<file path="config.mk">
export PLATFORM = sky130hd
export DESIGN_NAME = seq_alu
export DESIGN_NICKNAME = d
export VERILOG_FILES = /design/src/rtl/seq_alu.sv
export SDC_FILE = /design/constraint.sdc
export NUM_CORES = 1
export LEC_CHECK = 0
export BUFFER_PORTS_ARGS = -buffer_cell sky130_fd_sc_hd__buf_2
export CAP_MARGIN = 20
export CORE_ASPECT_RATIO = 0.9
export CORE_UTILIZATION = 35
export CTS_BUF_LIST = sky130_fd_sc_hd__clkbuf_8
export CTS_CLUSTER_DIAMETER = 200
export DETAILED_ROUTE_END_ITERATION = 12
export PLACE_DENSITY_LB_ADDON = 0.12
export SLEW_MARGIN = 20
export SYNTH_ARGS = -nofsm -noshare
export SYNTH_HDL_FRONTEND = slang
export SYNTH_SLANG_ARGS = --single-unit
</file>
<file path="constraint.sdc">
create_clock -name clk -period 7 [get_ports clk]
set_input_delay 0.7 -clock clk [delete_from_list [all_inputs] [get_ports clk]]
set_output_delay 0.7 -clock clk [all_outputs]
set_load 0.05 [all_outputs]
</file>
<file path="src/rtl/seq_alu.sv">
// Handshaked sequential ALU: single-cycle logic/add/sub plus bit-serial MUL/MULHU and DIV/DIVU/REM/REMU.
// Optional `SEQ_ALU_FLUSH_EN adds a flush input that aborts any in-flight or pending result.
`timescale 1ns/1ps
module seq_alu #(
    parameter int WIDTH = 32,
    parameter int CNT_W = $clog2(WIDTH) + 1
) (
    input  logic             clk,
    input  logic             rst_n,
`ifdef SEQ_ALU_FLUSH_EN
    input  logic             flush,
`endif
    input  logic             in_valid,
    output logic             in_ready,
    input  logic [WIDTH-1:0] in1,
    input  logic [WIDTH-1:0] in2,
    input  logic [3:0]       alu_control,
    output logic             out_valid,
    input  logic             out_ready,
    output logic [WIDTH-1:0] alu_result,
    output logic             zero_flag
);
    localparam logic [3:0] OP_AND = 4'b0000, OP_OR = 4'b0001, OP_ADD = 4'b0010, OP_XOR = 4'b0100;
    localparam logic [3:0] OP_SUB = 4'b1000, OP_MUL = 4'b1001, OP_MULHU = 4'b1010;
    localparam logic [3:0] OP_DIVU = 4'b1011, OP_REMU = 4'b1100, OP_DIV = 4'b1101, OP_REM = 4'b1110;
    localparam logic [WIDTH-1:0] MIN_NEG = {1'b1, {(WIDTH-1){1'b0}}};

    typedef enum logic [2:0] {S_IDLE, S_MUL, S_DIV, S_FIX, S_DONE} state_t;

    state_t             state_q, state_d;
    logic [3:0]         op_q, op_d;
    logic [WIDTH-1:0]   a_q, a_d, b_q, b_d, res_q, res_d;
    logic [2*WIDTH-1:0] acc_q, acc_d;
    logic [CNT_W-1:0]   cnt_q, cnt_d;
    logic               zf_q, zf_d;
    logic               abort;

`ifdef SEQ_ALU_FLUSH_EN
    assign abort = flush;
`else
    assign abort = 1'b0;
`endif

    // Accept-side decode: single-cycle results, including divide corner cases.
    logic             in_is_mul, in_is_div, in_signed, in_div_special;
    logic [WIDTH-1:0] in_a_mag, quick_res;

    assign in_is_mul      = (alu_control == OP_MUL) || (alu_control == OP_MULHU);
    assign in_is_div      = (alu_control == OP_DIVU) || (alu_control == OP_REMU) ||
                            (alu_control == OP_DIV)  || (alu_control == OP_REM);
    assign in_signed      = (alu_control == OP_DIV) || (alu_control == OP_REM);
    assign in_div_special = (in2 == '0) || (in_signed && in1 == MIN_NEG && in2 == '1);
    assign in_a_mag       = (in_signed && in1[WIDTH-1]) ? -in1 : in1;

    always_comb begin
        quick_res = '0;
        case (alu_control)
            OP_AND:           quick_res = in1 & in2;
            OP_OR:            quick_res = in1 | in2;
            OP_ADD:           quick_res = in1 + in2;
            OP_XOR:           quick_res = in1 ^ in2;
            OP_SUB:           quick_res = in1 - in2;
            OP_DIVU, OP_DIV:  quick_res = (in2 == '0) ? '1 : in1;
            OP_REMU, OP_REM:  quick_res = (in2 == '0) ? in1 : '0;
            default:          quick_res = '0;
        endcase
    end

    // Iteration datapath; acc holds {partial product} or {remainder, quotient/dividend}.
    logic             op_signed, a_neg, b_neg, last_iter;
    logic [WIDTH-1:0] b_mag, quo, rem, fix_res;
    logic [WIDTH:0]   msum, dshift, dtrial;
    logic [2*WIDTH-1:0] mul_next, div_next;

    assign op_signed = (op_q == OP_DIV) || (op_q == OP_REM);
    assign a_neg     = op_signed && a_q[WIDTH-1];
    assign b_neg     = op_signed && b_q[WIDTH-1];
    assign b_mag     = b_neg ? -b_q : b_q;
    assign last_iter = (cnt_q == CNT_W'(WIDTH - 1));

    assign msum     = {1'b0, acc_q[2*WIDTH-1:WIDTH]} + (acc_q[0] ? {1'b0, a_q} : '0);
    assign mul_next = {msum, acc_q[WIDTH-1:1]};

    assign dshift   = {acc_q[2*WIDTH-1:WIDTH], acc_q[WIDTH-1]};
    assign dtrial   = dshift - {1'b0, b_mag};
    assign div_next = dtrial[WIDTH] ? {dshift[WIDTH-1:0], acc_q[WIDTH-2:0], 1'b0}
                                    : {dtrial[WIDTH-1:0], acc_q[WIDTH-2:0], 1'b1};

    assign quo     = acc_q[WIDTH-1:0];
    assign rem     = acc_q[2*WIDTH-1:WIDTH];
    assign fix_res = ((op_q == OP_DIVU) || (op_q == OP_DIV)) ? ((a_neg ^ b_neg) ? -quo : quo)
                                                             : (a_neg ? -rem : rem);

    always_comb begin
        state_d = state_q;
        op_d    = op_q;
        a_d     = a_q;
        b_d     = b_q;
        acc_d   = acc_q;
        cnt_d   = cnt_q;
        res_d   = res_q;
        case (state_q)
            S_IDLE: begin
                if (in_valid && !abort) begin
                    op_d    = alu_control;
                    a_d     = in1;
                    b_d     = in2;
                    cnt_d   = '0;
                    state_d = S_DONE;
                    res_d   = quick_res;
                    if (in_is_mul) begin
                        state_d = S_MUL;
                        acc_d   = {{WIDTH{1'b0}}, in2};
                    end else if (in_is_div && !in_div_special) begin
                        state_d = S_DIV;
                        acc_d   = {{WIDTH{1'b0}}, in_a_mag};
                    end
                end
            end
            S_MUL: begin
                acc_d = mul_next;
                cnt_d = cnt_q + CNT_W'(1);
                if (last_iter) begin
                    state_d = S_DONE;
                    res_d   = (op_q == OP_MUL) ? mul_next[WIDTH-1:0] : mul_next[2*WIDTH-1:WIDTH];
                end
            end
            S_DIV: begin
                acc_d = div_next;
                cnt_d = cnt_q + CNT_W'(1);
                if (last_iter) state_d = S_FIX;
            end
            S_FIX: begin
                res_d   = fix_res;
                state_d = S_DONE;
            end
            S_DONE: begin
                if (out_ready) state_d = S_IDLE;
            end
            default: state_d = S_IDLE;
        endcase
        // Abort wins over everything, including a same-cycle handshake; the old result is kept.
        if (abort && state_q != S_IDLE) begin
            state_d = S_IDLE;
            res_d   = res_q;
        end
        zf_d = 1'b0;
        if (state_d == S_DONE) zf_d = (state_q == S_DONE) ? zf_q : (res_d == '0);
    end

    always_ff @(posedge clk or negedge rst_n) begin
        if (!rst_n) begin
            state_q <= S_IDLE;
            op_q    <= '0;
            a_q     <= '0;
            b_q     <= '0;
            acc_q   <= '0;
            cnt_q   <= '0;
            res_q   <= '0;
            zf_q    <= 1'b0;
        end else begin
            state_q <= state_d;
            op_q    <= op_d;
            a_q     <= a_d;
            b_q     <= b_d;
            acc_q   <= acc_d;
            cnt_q   <= cnt_d;
            res_q   <= res_d;
            zf_q    <= zf_d;
        end
    end

    assign in_ready   = (state_q == S_IDLE);
    assign out_valid  = (state_q == S_DONE);
    assign alu_result = res_q;
    assign zero_flag  = zf_q;
endmodule

</file>
---- After elaboration in Yosys (flattened, before gate mapping) ----
Index checks and enable logic that the tools add are counted.
operators by class
  add/sub/neg operators ................... 9
  reduce and logical (&&, ||, !) cells .... 27
  bitwise logic cells ..................... 4
  eq/ne operators ......................... 25
  mux-type cells .......................... 29
operators by type and width
  operator                                       number
  two-way mux 32 bit                             11
  two-way mux 64 bit                             4
  one-hot mux 32 bit (7 select lines)            1
  one-hot mux 64 bit (3 select lines)            1
  negator 32 bit                                 4
  one-hot mux 32 bit (3 select lines)            1
  == test 32 bit, second input constant          2
  logical NOT 32 bit                             2
  == test 4 bit, second input constant           11
  adder 32 x 32 -> 33 bit                        1
  subtractor 33 x 32 -> 33 bit                   1
  adder 32 bit                                   1
  AND 32 bit                                     1
  bitwise OR 32 bit                              1
  subtractor 32 bit                              1
  XOR 32 bit                                     1
  two-way mux 3 bit                              6
  one-hot mux 3 bit (5 select lines)             1
  one-hot mux 6 bit (2 select lines)             1
  logical OR 1 bit                               8
  adder 6 x 1 -> 6 bit, second input constant    1
  == test 3 x 2 -> 1 bit, second input constant  2
  == test 3 bit, second input constant           2
  == test 6 x 5 -> 1 bit, second input constant  1
  other kinds (18)                               28
storage, ports and cells
  output and inout port bits .............. 35
  register bits ........................... 174
  input port bits ......................... 72
  word-level logic and storage cells ...... 102

---- Depth between registers and ports, before layout ----
  depth in word-level cells ............... 13
  mapped depth ............................ 22
  depth with buffers taken out ............ 21

---- Worst setup path before layout ----
No wires, ideal clock.
  kind .................................... input -> register
  start ................................... in alu_control[3]
  end ..................................... reg zf_q, in the netlist zero_flag
  setup time .............................. 0.076 ns
  cell stages on the path ................. 21
  path buffers ............................ 4
  data required time ...................... 6.924 ns
  data arrival time ....................... 5.443 ns
  path slack .............................. 1.481 ns
  cells stage by stage .................... clkbuf_1 > clkbuf_1 > nor2b_1 > and2_1 > clkbuf_1 > buf_1 > a21oi_1 > xnor2_1 > ha_1 > a211oi_1 > o21bai_1 > nor4_2 > o31ai_1 > xor2_1 > a211oi_1 > o21ai_0 > or4_1 > or4_1 > nor4_1 > nand3_1 > o21ai_1
on the way
  elaborated cells between the ends (all ways) .. 35
  those cells by class .................... eq/ne: 12; mux: 9; reduce/logical: 14
RTL lines
  item                                     RTL line  source
  start, declared                          17        input logic [3:0] alu_control,
  == test 4 bit                            57        case (alu_control)
  OR reduction 2 bit                       57
  one-hot mux 32 bit (7 select lines) (*)  57
  two-way mux 32 bit (*)                   104       if (in_valid && !abort) begin
  one-hot mux 32 bit (3 select lines) (*)  102       case (state_q)
  named net res_d[14]                      32        logic [WIDTH-1:0] a_q, a_d, b_q, b_d, res_q, res_d;
  logical NOT 32 bit (*)                   148       if (state_d == S_DONE) zf_d = (state_q == S_DONE) ? zf_q : (res_d == '0);
  two-way mux 1 bit (*) (2 in a row)       148
  end signal, assigned                     169       zf_q <= zf_d;
  end, declared                            35        logic zf_q, zf_d;
Mark *: on every way through the listed nets, which the timed path passes. The rest lies on a longest branch. The select of a mux whose other input is x is not followed.
A chain may end at the register's enable or synchronous reset.

---- Final worst setup path ----
  start ................................... reg b_q[6]
  end ..................................... reg acc_q[33]
on the way
  cells in the longest elaborated chain, start to end .. 5
ends and longest elaborated chain
  item                                     RTL line  source
  start, declared                          32
  start signal, assigned                   156       b_q <= '0;
  start signal, assigned                   165       b_q <= b_d;
  negator 32 bit                           78        assign b_mag = b_neg ? -b_q : b_q;
  two-way mux 32 bit (*)                   78
  subtractor 33 x 32 -> 33 bit (*)         85        assign dtrial = dshift - {1'b0, b_mag};
  two-way mux 64 bit (*)                   86        assign div_next = dtrial[WIDTH] ? {dshift[WIDTH-1:0], acc_q[WIDTH-2:0], 1'b0}
  one-hot mux 64 bit (3 select lines) (*)  102
  end signal, assigned                     157       acc_q <= '0;
  end signal, assigned                     166       acc_q <= acc_d;
  end, declared                            33        logic [2*WIDTH-1:0] acc_q, acc_d;
Every way passes the cells marked *; elsewhere a longest branch is shown, timed or not.

==> metrics.cfg <==
[route]
drt_iter0_drc = 2319
drt-total-wl_mm = 88.6
wire_per_inst_um = 26.9
drc = 0
antenna_left = 0
vias = 20400
vias_per_cell = 6.18
first_pass_iters = 6

[sta]
rsz0062_at_grt = no
tightest_slew_ns = 0.947
hold_ws_ns = 0.180
final_hold_viol_count = 0
setup_ws_ns = 1.07
finalSetupViolCount = 0
slew_headroom_pct = 36.4
period_share_pct = 84.8
setup-tns-final_ns = 0
fin_skew_ns = 0.0175
fmax_mhz = 169
slew_viol_final = 0
min_period_ns = 5.93

[clocking]
clock_latency_ns = 0.53
post_cts_buffers = 0
cts_max_level = 4
cts_made_buffers = 17
cts_hold_buf = 0
path_clk_slew_ns = 0.09
cts-root-buf = clkbuf_8
cts_resized = 0
clock-sinks = 174
max-clock-path-buffers = 2
tritoncts = yes

[pwr]
clock_power_share_pct = 9.0
power_density_nw_per_um2 = 411
p_leak_nw = 9.31
switching_share_pct = 55.5
peakVddDrop_v = 0.000270
power.internal_w = 0.00389
net-switching-power_w = 0.00486
p_seq_share_pct = 25.0
combPwrFrac_pct = 65.9

[setup_path]
worstSetupStartpointType = register
arrival_ns = 6.30
cp_max_fo = 37
required_ns = 7.37
worstSetupPathType = reg -> reg
end_kind = register

[global_route]
grt_overflow = 0
antenna_found_initial = 3
grt_pass1_wl_mm = 129
grt_max_degree = 75
grt_usage_pct = 30.9
grt_pass1_vias = 18900

[floorplanning]
fp.dieH_um = 226
die_area_sq_um = 56900
io_pins = 107
initial_utilization_pct = 35.7
die_w_um = 251
core-area_sq_um = 54800
rows = 81

[min_path]
hold_class = in -> async

[synth]
synth_seq_cells = 174
ys_warn_count = 0
seq_area_frac_synth_pct = 22.2
ys_types = 93
syn-cell-area_sq_um = 19600
synthCells = 2520
synthFlopType = dfrtp_1
synthArstFlopShare_pct = 100
avgSynthCellArea_sq_um = 7.77
mappedNetlistNets = 2761
synth-edff-count = 0

[placement]
io_buffer_count = 106
routabilityCongestion = 0.950
post-place-ws_ns = 0.920
post_dp_cell_area_sq_um = 20900
place_hpwl_mm = 70.5

[run_status]
status = completed

[final_layout]
syn2layout_area_growth_pct = 8.74
mostFrequentLayoutCells = 229 x nand2_1, 224 x o21ai_0, 192 x nor2_1
drive_gt1_share_pct = 8.98
nets = 2779
fin_area_sq_um = 21300
layout_commonest_cell = nand2_1

[run]
cap_violations = 0

==> critical path: stages, from the launching register on <==
cell and delay, ns:
dfrtp_1 0.45, nor3_1 0.29, nand2b_1 0.16, nor4_1 0.40, nand3b_1 0.21, or3_1 0.42, or2_2 0.32, o21ai_0 0.20
xor2_1 0.20, ha_1 0.34, a2111oi_0 0.41, o21ai_0 0.14, o21ai_0 0.10, o31ai_1 0.14, nand2_1 0.12, a21o_1 0.14
o21ai_1 0.09, o31ai_1 0.50, xor2_4 0.16, buf_4 0.53, mux2i_1 0.27, o221ai_1 0.14
==> worst paths after layout <==
path,startpoint,end,slack (ns),cells past startpoint
worst max-delay path,b_q[6],acc_q[33],1.07,21
worst min-delay path,rst_n,acc_q[63],0.18,1
worst max register to register,b_q[6],acc_q[33],1.07,21
worst min register to register,a_q[9],a_q[9],0.48,2
max in group asynchronous,rst_n,a_q[23],5.56,2
min in group clk,a_q[9],a_q[9],0.48,2
==> cell usage after synthesis (18+ instances only) <==
master    instances  area [sq um]
nand3_1          48           240
nor3_1           51           255
nor4_1           30           188
a21o_1           41           308
nand4_1          34           213
o22ai_1          26           163
o21ai_1          18          90.1
nor2_1          192           721
ha_1            166          2080
mux2i_1          64           641
o21a_1           18           135
xor2_1           65           569
o221ai_1         34           298
nand2_1         231           867
and3_1           26           163
dfrtp_1         174          4350
nand2b_1         19           119
and2_1           46           288
o21ai_0         224          1120
clkbuf_1        125           469
a211oi_1         51           383
a221oi_1         49           429
a21oi_1         155           776
a22oi_1          33           248
or3_1            21           131
a31oi_1          42           263
inv_1           109           409
xnor2_1         162          1420
o31ai_1          25           188
==> flip-flops by register name, summed over array words and instances (netlist names) <==
name and flops:
state_q 3, op_q 4, a_q 32, cnt_q 6, b_q 32, zero_flag 1
alu_result 32, acc_q 64
==> per-stage QoR <==
| stage | utilization, % | total power [W] | std cells |
|---|---|---|---|
| after floorplan | - | 0.00601 | 2520 |
| after global placement | 38.1 | 0.00777 | 3265 |
| after detailed placement | 38.1 | 0.00782 | 3265 |
| after CTS | 38.8 | 0.00864 | 3296 |
| after global routing | 38.8 | 0.00932 | 3297 |
| final | 38.8 | 0.00875 | 3300 |
==> power groups by stage <==
stage               Sequential (W)  Combinational, W  Clock (W)
CTS                        0.00216           0.00567   0.000804
global route               0.00225           0.00624   0.000834
global placement           0.00217           0.00560          0
floorplan                  0.00207           0.00393          0
finish                     0.00219           0.00577   0.000790
detailed placement         0.00218           0.00564          0
==> metal layers <==
metal / up-vias / routed length [um] / GRT usage [%]
li1: 9375 / - / -
met1: 10000 / 42200 / 45.8
met2: 876 / 37000 / 45.4
met3: 89 / 7400 / 5.79
met4: 0 / 1950 / 8.44
met5: - / 0 / 0
==> area by class of cell <==
type	instances	area [sq um]
diodes	3	7.51
multi-input cells	2082	14300
clock inverters	11	143
well taps	747	935
flip-flops and latches	174	4350
clock buffers	20	275
repair buffers	154	900
inverters	109	409
fillers	5738	33500
==> kinds of logic after synthesis <==
logic type,count (synthesis),share of synthesized area [%]
xor+xnor,228,10.2
mux,66,3.39
flops,174,22.2
simple gates,775,19.6
buf+inv,264,5.23
fa+ha+maj,169,10.9
compound gates,844,28.4
Note: power is estimated with default switching activity, not from simulation.
